===== config.mk =====
export PLATFORM = sky130hd
export DESIGN_NAME = tap_delay_line
export DESIGN_NICKNAME = d
export VERILOG_FILES = /design/src/rtl/tap_delay_line.sv
export SDC_FILE = /design/constraint.sdc
export NUM_CORES = 1
export LEC_CHECK = 0
export BUFFER_PORTS_ARGS = -buffer_cell sky130_fd_sc_hd__buf_2
export CAP_MARGIN = 20
export CORE_MARGIN = 2
export CORE_UTILIZATION = 51
export DETAILED_ROUTE_END_ITERATION = 12
export GPL_TIMING_DRIVEN = 0
export PLACE_DENSITY = 0.79
export REMOVE_ABC_BUFFERS = 1
export SKIP_CTS_REPAIR_TIMING = 1
export SLEW_MARGIN = 20
export SYNTH_ARGS = -nofsm -noshare
export SYNTH_HDL_FRONTEND = slang
export SYNTH_SLANG_ARGS = --single-unit

===== constraint.sdc =====
create_clock -name clk_i -period 1.6 [get_ports clk_i]
set_clock_uncertainty 0.05 [all_clocks]
set_input_delay 0.4 -clock clk_i [delete_from_list [all_inputs] [get_ports clk_i]]
set_output_delay 0.4 -clock clk_i [all_outputs]
set_load 0.1 [all_outputs]

===== src/rtl/tap_delay_line.sv =====
// Sample delay line feeding the wavelet FIR bank.
// Accepts a serial sample stream and shifts it into a NUM_ELEM-deep window,
// which is presented in parallel on taps_o. Slot 0 always holds the newest
// sample. One window is emitted per DECIMATE accepted samples once the line
// has filled. The window stays frozen while it waits for the consumer.
//
// state | meaning
// FILL  | line not yet full; each accepted sample counts toward fill_level_o
// RUN   | line full; accepted samples count toward the next decimated window
// PEND  | window on taps_o is valid and waiting for taps_ready_i; input stalled
module tap_delay_line #(
    parameter int BITS_PER_ELEM = 8,
    parameter int NUM_ELEM      = 7,
    parameter int DECIMATE      = 1
) (
    input  logic                                clk_i,
    input  logic                                rst_ni,
    input  logic [BITS_PER_ELEM-1:0]            sample_in_i,
    input  logic                                sample_valid_i,
    output logic                                sample_ready_o,
    input  logic                                flush_i,
    output logic [NUM_ELEM*BITS_PER_ELEM-1:0]   taps_o,
    output logic                                taps_valid_o,
    input  logic                                taps_ready_i,
    output logic [$clog2(NUM_ELEM+1)-1:0]       fill_level_o
);

    localparam int TAPS_W = NUM_ELEM * BITS_PER_ELEM;
    localparam int FILL_W = $clog2(NUM_ELEM + 1);
    localparam int DEC_W  = $clog2(DECIMATE) + 1;

    localparam logic [FILL_W-1:0] FILL_FULL = FILL_W'(NUM_ELEM);
    localparam logic [FILL_W-1:0] FILL_LAST = FILL_W'(NUM_ELEM - 1);
    localparam logic [DEC_W-1:0]  DEC_LAST  = DEC_W'(DECIMATE - 1);

    typedef enum logic [1:0] {
        FILL = 2'd0,
        RUN  = 2'd1,
        PEND = 2'd2
    } state_t;

    state_t              state_q;
    logic [TAPS_W-1:0]   taps_q;
    logic [TAPS_W-1:0]   taps_d;
    logic [FILL_W-1:0]   fill_q;
    logic [DEC_W-1:0]    dec_cnt_q;
    logic                taps_valid_q;
    logic                accept;

    // Input is stalled while a window waits, and during flush so nothing is
    // half-absorbed by a clearing line.
    assign sample_ready_o = (state_q != PEND) & ~flush_i;
    assign accept         = sample_valid_i & sample_ready_o;

    // Window after one shift: newest sample enters slot 0, oldest falls off.
    assign taps_d = {taps_q[TAPS_W-BITS_PER_ELEM-1:0], sample_in_i};

    assign taps_o       = taps_q;
    assign taps_valid_o = taps_valid_q;
    assign fill_level_o = fill_q;

    // Sequencer: window shift, fill/decimation counting and window handshake.
    always_ff @(posedge clk_i or negedge rst_ni) begin
        if (!rst_ni) begin
            state_q      <= FILL;
            taps_q       <= '0;
            fill_q       <= '0;
            dec_cnt_q    <= '0;
            taps_valid_q <= 1'b0;
        end else if (flush_i) begin
            // Flush wins over a same-cycle taps_ready_i: the pending window is
            // discarded rather than handed over.
            state_q      <= FILL;
            taps_q       <= '0;
            fill_q       <= '0;
            dec_cnt_q    <= '0;
            taps_valid_q <= 1'b0;
        end else begin
            case (state_q)
                FILL: begin
                    if (accept) begin
                        taps_q <= taps_d;
                        if (fill_q == FILL_LAST) begin
                            fill_q       <= FILL_FULL;
                            dec_cnt_q    <= '0;
                            taps_valid_q <= 1'b1;
                            state_q      <= PEND;
                        end else begin
                            fill_q <= fill_q + FILL_W'(1);
                        end
                    end
                end
                RUN: begin
                    if (accept) begin
                        taps_q <= taps_d;
                        if (dec_cnt_q == DEC_LAST) begin
                            dec_cnt_q    <= '0;
                            taps_valid_q <= 1'b1;
                            state_q      <= PEND;
                        end else begin
                            dec_cnt_q <= dec_cnt_q + DEC_W'(1);
                        end
                    end
                end
                PEND: begin
                    if (taps_ready_i) begin
                        taps_valid_q <= 1'b0;
                        state_q      <= RUN;
                    end
                end
                default: begin
                    taps_valid_q <= 1'b0;
                    state_q      <= FILL;
                end
            endcase
        end
    end

endmodule


## Yosys cells after proc, flatten, opt, wreduce, memory -nomap -nowiden

Cells that the tools add are included.

| word-level totals | value |
|---|---|
| flip-flop bits (word level) | 63 |
| output and inout bits | 61 |
| logic and storage cells | 56 |

| operators by class | value |
|---|---|
| add/subtract/negate cells | 2 |
| equality and inequality tests | 9 |
| multiplexer cells | 27 |
| bitwise operators | 3 |
| reduce and logical (&&, ||, !) cells | 10 |

Operator list:

| kind | count |
|---|---|
| 56-bit 2-to-1 mux | 3 |
| 3-bit inequality test, second input constant | 5 |
| 2-bit 2-to-1 mux | 6 |
| 3-bit 2-to-1 mux | 4 |
| 1-bit 2-to-1 mux | 11 |
| 2-bit one-hot mux with 3 select lines | 1 |
| 2-bit nonzero test | 3 |
| 5-bit AND reduction | 1 |
| 2-bit AND reduction | 2 |
| 4-bit AND reduction | 1 |
| 3-bit by 1-bit adder with 3-bit output, second input constant | 1 |
| 3-bit == test, second input constant | 1 |
| 1-bit one-hot mux with 3 select lines | 1 |
| 3-bit nonzero test | 1 |
| 1-bit AND | 2 |
| 2-bit by 1-bit == test with 1-bit output, second input constant | 1 |
| 2-bit == test, second input constant | 1 |
| 2-bit zero test | 1 |
| 2-bit inequality test, second input constant | 1 |
| 1-bit one-hot mux with 2 select lines | 1 |
| 2-bit OR reduction | 1 |
| 1-bit adder, second input constant | 1 |
| 1-bit NOT | 1 |

## Logic depth before layout (Yosys ltp)

Gate-level depths: netlist of the first run.

| depth | value |
|---|---|
| word-level depth | 6 |
| mapped depth | 5 |
| depth with buffers taken out | 5 |

## Worst setup path before layout of the first run

No wires, ideal clock.

| path | value |
|---|---|
| path kind | flip-flop to output port |
| start | reg, netlist name taps_valid_o |
| end | out sample_ready_o |
| arrival | 2331 ps |
| slack | -1181 ps |
| stages on the path, launching flop included | 3 |
| path buffers | 0 |
| cells stage by stage | dfrtp_1 -> nor2b_1 -> nor2_1 |

RTL lines:

| what | line | RTL |
|---|---|---|
| end, declared | 20 | `output logic sample_ready_o,` |

==> impl_metrics.toml, run 1 <==
[route]
drcViolationCount = 0
wl_met3_um = 202
vias = 2008
wl_met1_mm = 2.38
postRouteAntennaNets = 0
highest_layer = "met4"
viasPerCell = 4.87
dr_wl_met2_mm = 2.61
routed_wl_mm = 5.23
wire_per_inst_um = 12.7
drtIter0Drc = 108
dr.pass1.iters = 4

[yosys]
synth_area_mm2 = 0.00248
avgSynthCellArea_um2 = 9.16
seq_area_frac_synth_pct = 61.5
synth_cells = 271
ys_ff_latch = 61
synth_cell_types = 19
yosysWarnings = 0

[finish]
nFillCells = 402
layout-drive-gt1-share_pct = 28.4
mostFrequentLayoutCells = "nand2_1 (113), dfrtp_1 (60), a21oi_1 (58), clkbuf_4 (46), buf_2 (23)"
final_common_cell = "nand2_1"
antennaDiodeCount = 0
design_area_mm2 = 0.00328
num-nets-final = 356
areaGrowthSynthToFinish_pct = 32.1

[worst_setup_path]
critPathCaptureType = "primary output"
r2r_slack_ns = 0.01
rr_worst_depth = 4
cp_data_required_time_ns = 1.15
worst_setup_path_start_kind = "flip-flop"
r2r_start = "taps_valid_o"
crit_arrival_ns = 1.20
path_class = "reg -> out"
cp_max_fo = 5
r2r-end = "taps_o[37]"

[run]
cap_violations = 0

[pwr]
leakage_nw = 1.55
vdd_drop_max_mv = 0.601
powerDensity_mw_per_mm2 = 990

[place]
dpl.hpwl_mm = 3.20
detailedPlace.worstSlack_ns = -0.522
finalWeightedCongestion = 0.713
numPortBuffers = 73
dpl_cell_area_mm2 = 0.00290

[sta]
finalSetupTns_ns = -0.0533
setup_viol_count_final = 1
final-max-slew-violation-count = 0
maxSlewHeadroom_pct = 50.5
grt_setup_unrepaired = "yes"
min_period_ns = 1.65
fin_crit_sh_pct = 103
fin_ws_ns = -0.0533
clock.fmax_mhz = 605
hold_viol_final = 0
tightest_slew_ns = 0.743

[clocking]
cts-root-buf = "clkbuf_8"
h-tree-depth = 3
tritoncts = "done"
path_clk_slew_ns = 0.06
numCtsBuffers = 9
clk_latency_ns = 0.31
cts_sinks = 61
clockBufferDepth = 2

[min_path]
hold_class = "in -> async"

[global_routing]
grt_start_max_net_pins = 63
grt_usage_pct = 20.3
antenna_found_initial = 0
grt-ovfl-total = 0
grt_pass1_wl_mm = 8.40
grt_pass1_vias = 1802

[run_status]
violations = "setup timing"
status = "finished, violations left"

[die]
num_rows = 25
initial_core_util_pct = 52.6
top_level_ports = 74
core_area_mm2 = 0.00472
dieWidth_um = 73.8
die-area_mm2 = 0.00544
dieHeight_um = 73.8
[layer usage]
layer / track usage (%) / vias to the layer above
li1: - / 1017
met1: 26.7 / 937
met2: 31.8 / 50
met3: 5.35 / 4
met4: 8.48 / 0
met5: 0 / -
[cell type report]
type                       instances  area, µm²  area share, %
multi-input combinational        189        878           26.8
timing repair buffer              78        604           18.4
sequential                        61       1530           46.6
clock inverter                     1       5.00          0.153
inverter                           2       7.51          0.229
tap                               67       83.8           2.56
clock buffer                      14        173           5.27
[sequential cells by signal, indices dropped and copies added, names as in the netlist]
register and count:
taps_valid_o 1, taps_o 56, state_q 1, fill_level_o 3
[where the power goes]
group / total, mW / leakage (nW) / internal [mW] / switching [mW]
Combinational: 0.449 / 0.618 / 0.0950 / 0.354
Clock: 1.21 / 0.0926 / 0.680 / 0.527
Sequential: 1.59 / 0.841 / 1.57 / 0.0221
[cells by family (layout without fill, tap and decap cells)]
logic type | Yosys count | in the layout | synth area share (%)
buffers and inverters | 21 | 95 | 4.49
AOI/OAI and AO/OA | 63 | 63 | 13.2
adders and majority gates | 2 | 2 | 1.01
and+or+nand+nor | 124 | 124 | 19.9
DFF | 61 | 61 | 61.5
[synth_stat cells]
| cell | instances | area [µm²] |
|---|---|---|
| nor2b_1 | 2 | 12.5 |
| nand2_1 | 113 | 424 |
| nor2_1 | 4 | 15.0 |
| nor3b_2 | 1 | 12.5 |
| clkbuf_1 | 9 | 33.8 |
| ha_1 | 2 | 25.0 |
| nor3_1 | 1 | 5.00 |
| a2bb2oi_1 | 1 | 8.76 |
| buf_4 | 8 | 60.1 |
| nand2b_1 | 1 | 6.26 |
| o21a_1 | 1 | 7.51 |
| a31oi_1 | 1 | 6.26 |
| inv_1 | 2 | 7.51 |
| a311oi_1 | 1 | 8.76 |
| nor3b_1 | 1 | 7.51 |
| a21oi_1 | 59 | 295 |
| dfrtp_1 | 61 | 1530 |
| buf_2 | 2 | 10.0 |
| and4b_1 | 1 | 10.0 |
[through the flow]
stage	instances	utilization, %	power (mW)	hold slack [ns]
2_1_floorplan	252	-	1.90	0.0544
6_report	412	69.4	3.25	0.107
3_5_place_dp	394	61.3	2.04	0.462
5_1_grt	412	69.4	3.38	0.153
4_1_cts	409	65.1	3.26	0.125
3_3_place_gp	392	59.9	2.02	0.456
[worst max path at each step]
| stage | cells past startpoint | from | to |
|---|---|---|---|
| after floorplan | 3 | taps_valid_o | taps_o[0] |
| after global placement | 4 | sample_valid_i | taps_o[32] |
| after detailed placement | 3 | flush_i | sample_ready_o |
| after CTS | 3 | flush_i | sample_ready_o |
| after global routing | 4 | taps_valid_o | taps_o[51] |
| final | 3 | taps_valid_o | sample_ready_o |
[worst max-delay path, cell delays in order, from the launching register on]
cell and delay [ns]:
dfrtp_2 0.44, nor2b_4 0.15, nor2_4 0.12, buf_12 0.18
No activity file was read; power rests on OpenSTA's default activity.
==> run 2, diff against run 1 <==
--- a/config.mk
+++ b/config.mk
@@ -12,4 +12,5 @@
 export DETAILED_ROUTE_END_ITERATION = 12
 export GPL_TIMING_DRIVEN = 0
+export HOLD_SLACK_MARGIN = 0.12
 export PLACE_DENSITY = 0.79
 export REMOVE_ABC_BUFFERS = 1
==> constraint.sdc (replaced) <==
create_clock -name clk_i -period 1.6 [get_ports clk_i]
set_clock_uncertainty 0.05 [all_clocks]
set_input_delay 0.08 -clock clk_i [delete_from_list [all_inputs] [get_ports clk_i]]
set_output_delay 0.08 -clock clk_i [all_outputs]
set_load 0.1 [all_outputs]
==> impl_metrics.toml, run 2 (synthesis gave the netlist of run 1 again) <==
[pwr]
powerDensity_mw_per_mm2 = 1010
p_seq_share_pct = 48.9
leakage_nw = 1.61
clockPowerShare_pct = 37.1
power_switching_mw = 0.909
p_int_mw = 2.34
switching_share_pct = 27.9
comb_power_share_pct = 14.0
power_mw = 3.25
vdd_drop_max_mv = 0.654

[min_path]
whs_endpoint = "taps_o[20]"
hold_start = "flush_i"
whs_path_depth = 2
hold_class = "in -> reg"

[worst_setup_path]
r2r_slack_ns = 0.12
worst_setup_path_start_kind = "flip-flop"
path_class = "reg -> out"
cp_max_fo = 7
r2r-end = "taps_o[29]"
critPathCaptureType = "primary output"
cp_data_required_time_ns = 1.47
crit_arrival_ns = 1.40
r2r_start = "taps_valid_o"
rr_worst_depth = 4

[sta]
tightest_slew_ns = 0.755
fin_crit_sh_pct = 95.4
final-max-slew-violation-count = 0
hold_viol_final = 0
hold_ws_ns = 0.216
maxSlewHeadroom_pct = 49.7
setup_viol_count_final = 0
min_period_ns = 1.53
grt_setup_unrepaired = "no"
clock.fmax_mhz = 655

[die]
dieWidth_um = 73.8
num_rows = 25
core_area_mm2 = 0.00472
dieHeight_um = 73.8
die-area_mm2 = 0.00544
initial_core_util_pct = 52.6
top_level_ports = 74

[clocking]
path_clk_slew_ns = 0.06
clockBufferDepth = 2
numCtsBuffers = 9
tritoncts = "done"
clk_latency_ns = 0.32
cts-root-buf = "clkbuf_8"
cts_sinks = 61
h-tree-depth = 3

[finish]
layout-drive-gt1-share_pct = 26.6
nFillCells = 416
areaGrowthSynthToFinish_pct = 29.6
final_common_cell = "nand2_1"
multi_input_comb_area_um2 = 868
largest_reg_flops = 56
mostFrequentLayoutCells = "nand2_1 (113), buf_2 (71), dfrtp_1 (60), a21oi_1 (59), clkbuf_8 (12)"
num-nets-final = 365
register_area_mm2 = 0.00153
antennaDiodeCount = 0

[global_routing]
grt_start_max_net_pins = 63
antenna_found_initial = 0
grt_usage_pct = 20.3
grt_pass1_vias = 1802
grt_pass1_wl_mm = 8.40
grt-ovfl-total = 0

[route]
dr.pass1.iters = 4
vias = 2043
routed_wl_mm = 5.54
postRouteAntennaNets = 0
drcViolationCount = 0
wire_per_inst_um = 13.2
viasPerCell = 4.85
drtIter0Drc = 101

[run_status]
status = "finished clean"

[place]
finalWeightedCongestion = 0.713
dpl.hpwl_mm = 3.20
numPortBuffers = 73

[run]
cap_violations = 0
[run 2: cell types whose count changed in the layout (fill, tap and decap cells not counted), sizes merged]
cell	before	now
nor2b	2	3
buf	32	75
dlygate4sd3	0	10
clkbuf	60	15
[run 2: power groups by stage]
stage                     registers, mW  logic, mW  clock network, mW
after CTS                          1.59      0.426               1.24
after global placement             1.62      0.403                  0
after detailed placement           1.62      0.425                  0
after floorplan                    1.82     0.0820                  0
after global routing               1.59      0.481               1.31
final                              1.59      0.454               1.21
[run 2: per-stage QoR]
stage | setup slack, ns | TNS [ns] | cell area [µm²] | utilization [%] | cells
finish | 0.0731 | 0 | 3220 | 68.1 | 421
detailed placement | -0.0642 | -1.12 | 2900 | 61.3 | 394
floorplan | -1.54 | -88.27 | 2380 | - | 252
global route | 0.0213 | 0 | 3220 | 68.1 | 421
global placement | -2.19 | -122.11 | 2830 | 59.9 | 392
CTS | -0.0850 | -1.75 | 3070 | 65.1 | 409
[run 2: layout make-up]
cell class              instances  area share (%)
clock buffers                  14            5.37
clock inverters                 1           0.156
inverters                       2           0.233
multi-input cells             190            27.0
flip-flops and latches         61            47.5
well taps                      67            2.60
repair buffers                 86            17.2
[run 2: worst max-delay path by stage]
stage | from | end | cells past startpoint
after floorplan | taps_valid_o | taps_o[0] | 3
after global placement | taps_valid_o | taps_o[32] | 3
after detailed placement | taps_valid_o | taps_o[48] | 4
after CTS | taps_valid_o | taps_o[51] | 4
after global routing | taps_valid_o | sample_ready_o | 3
final | taps_valid_o | sample_ready_o | 3
[run 2: layer usage]
layer  vias up  track usage, %  share of wire [%]
li1       1040               -                  -
met1       946            26.7                 46
met2        53            31.8                 49
met3         4            5.35                3.6
met4         0            8.48               0.87
met5         -               0                  0
[run 2: critical path, stage by stage, from the launching register on]
cell      delay (ns)
dfrtp_2         0.49
nor2b_1         0.18
nor2_1          0.09
clkbuf_4        0.33
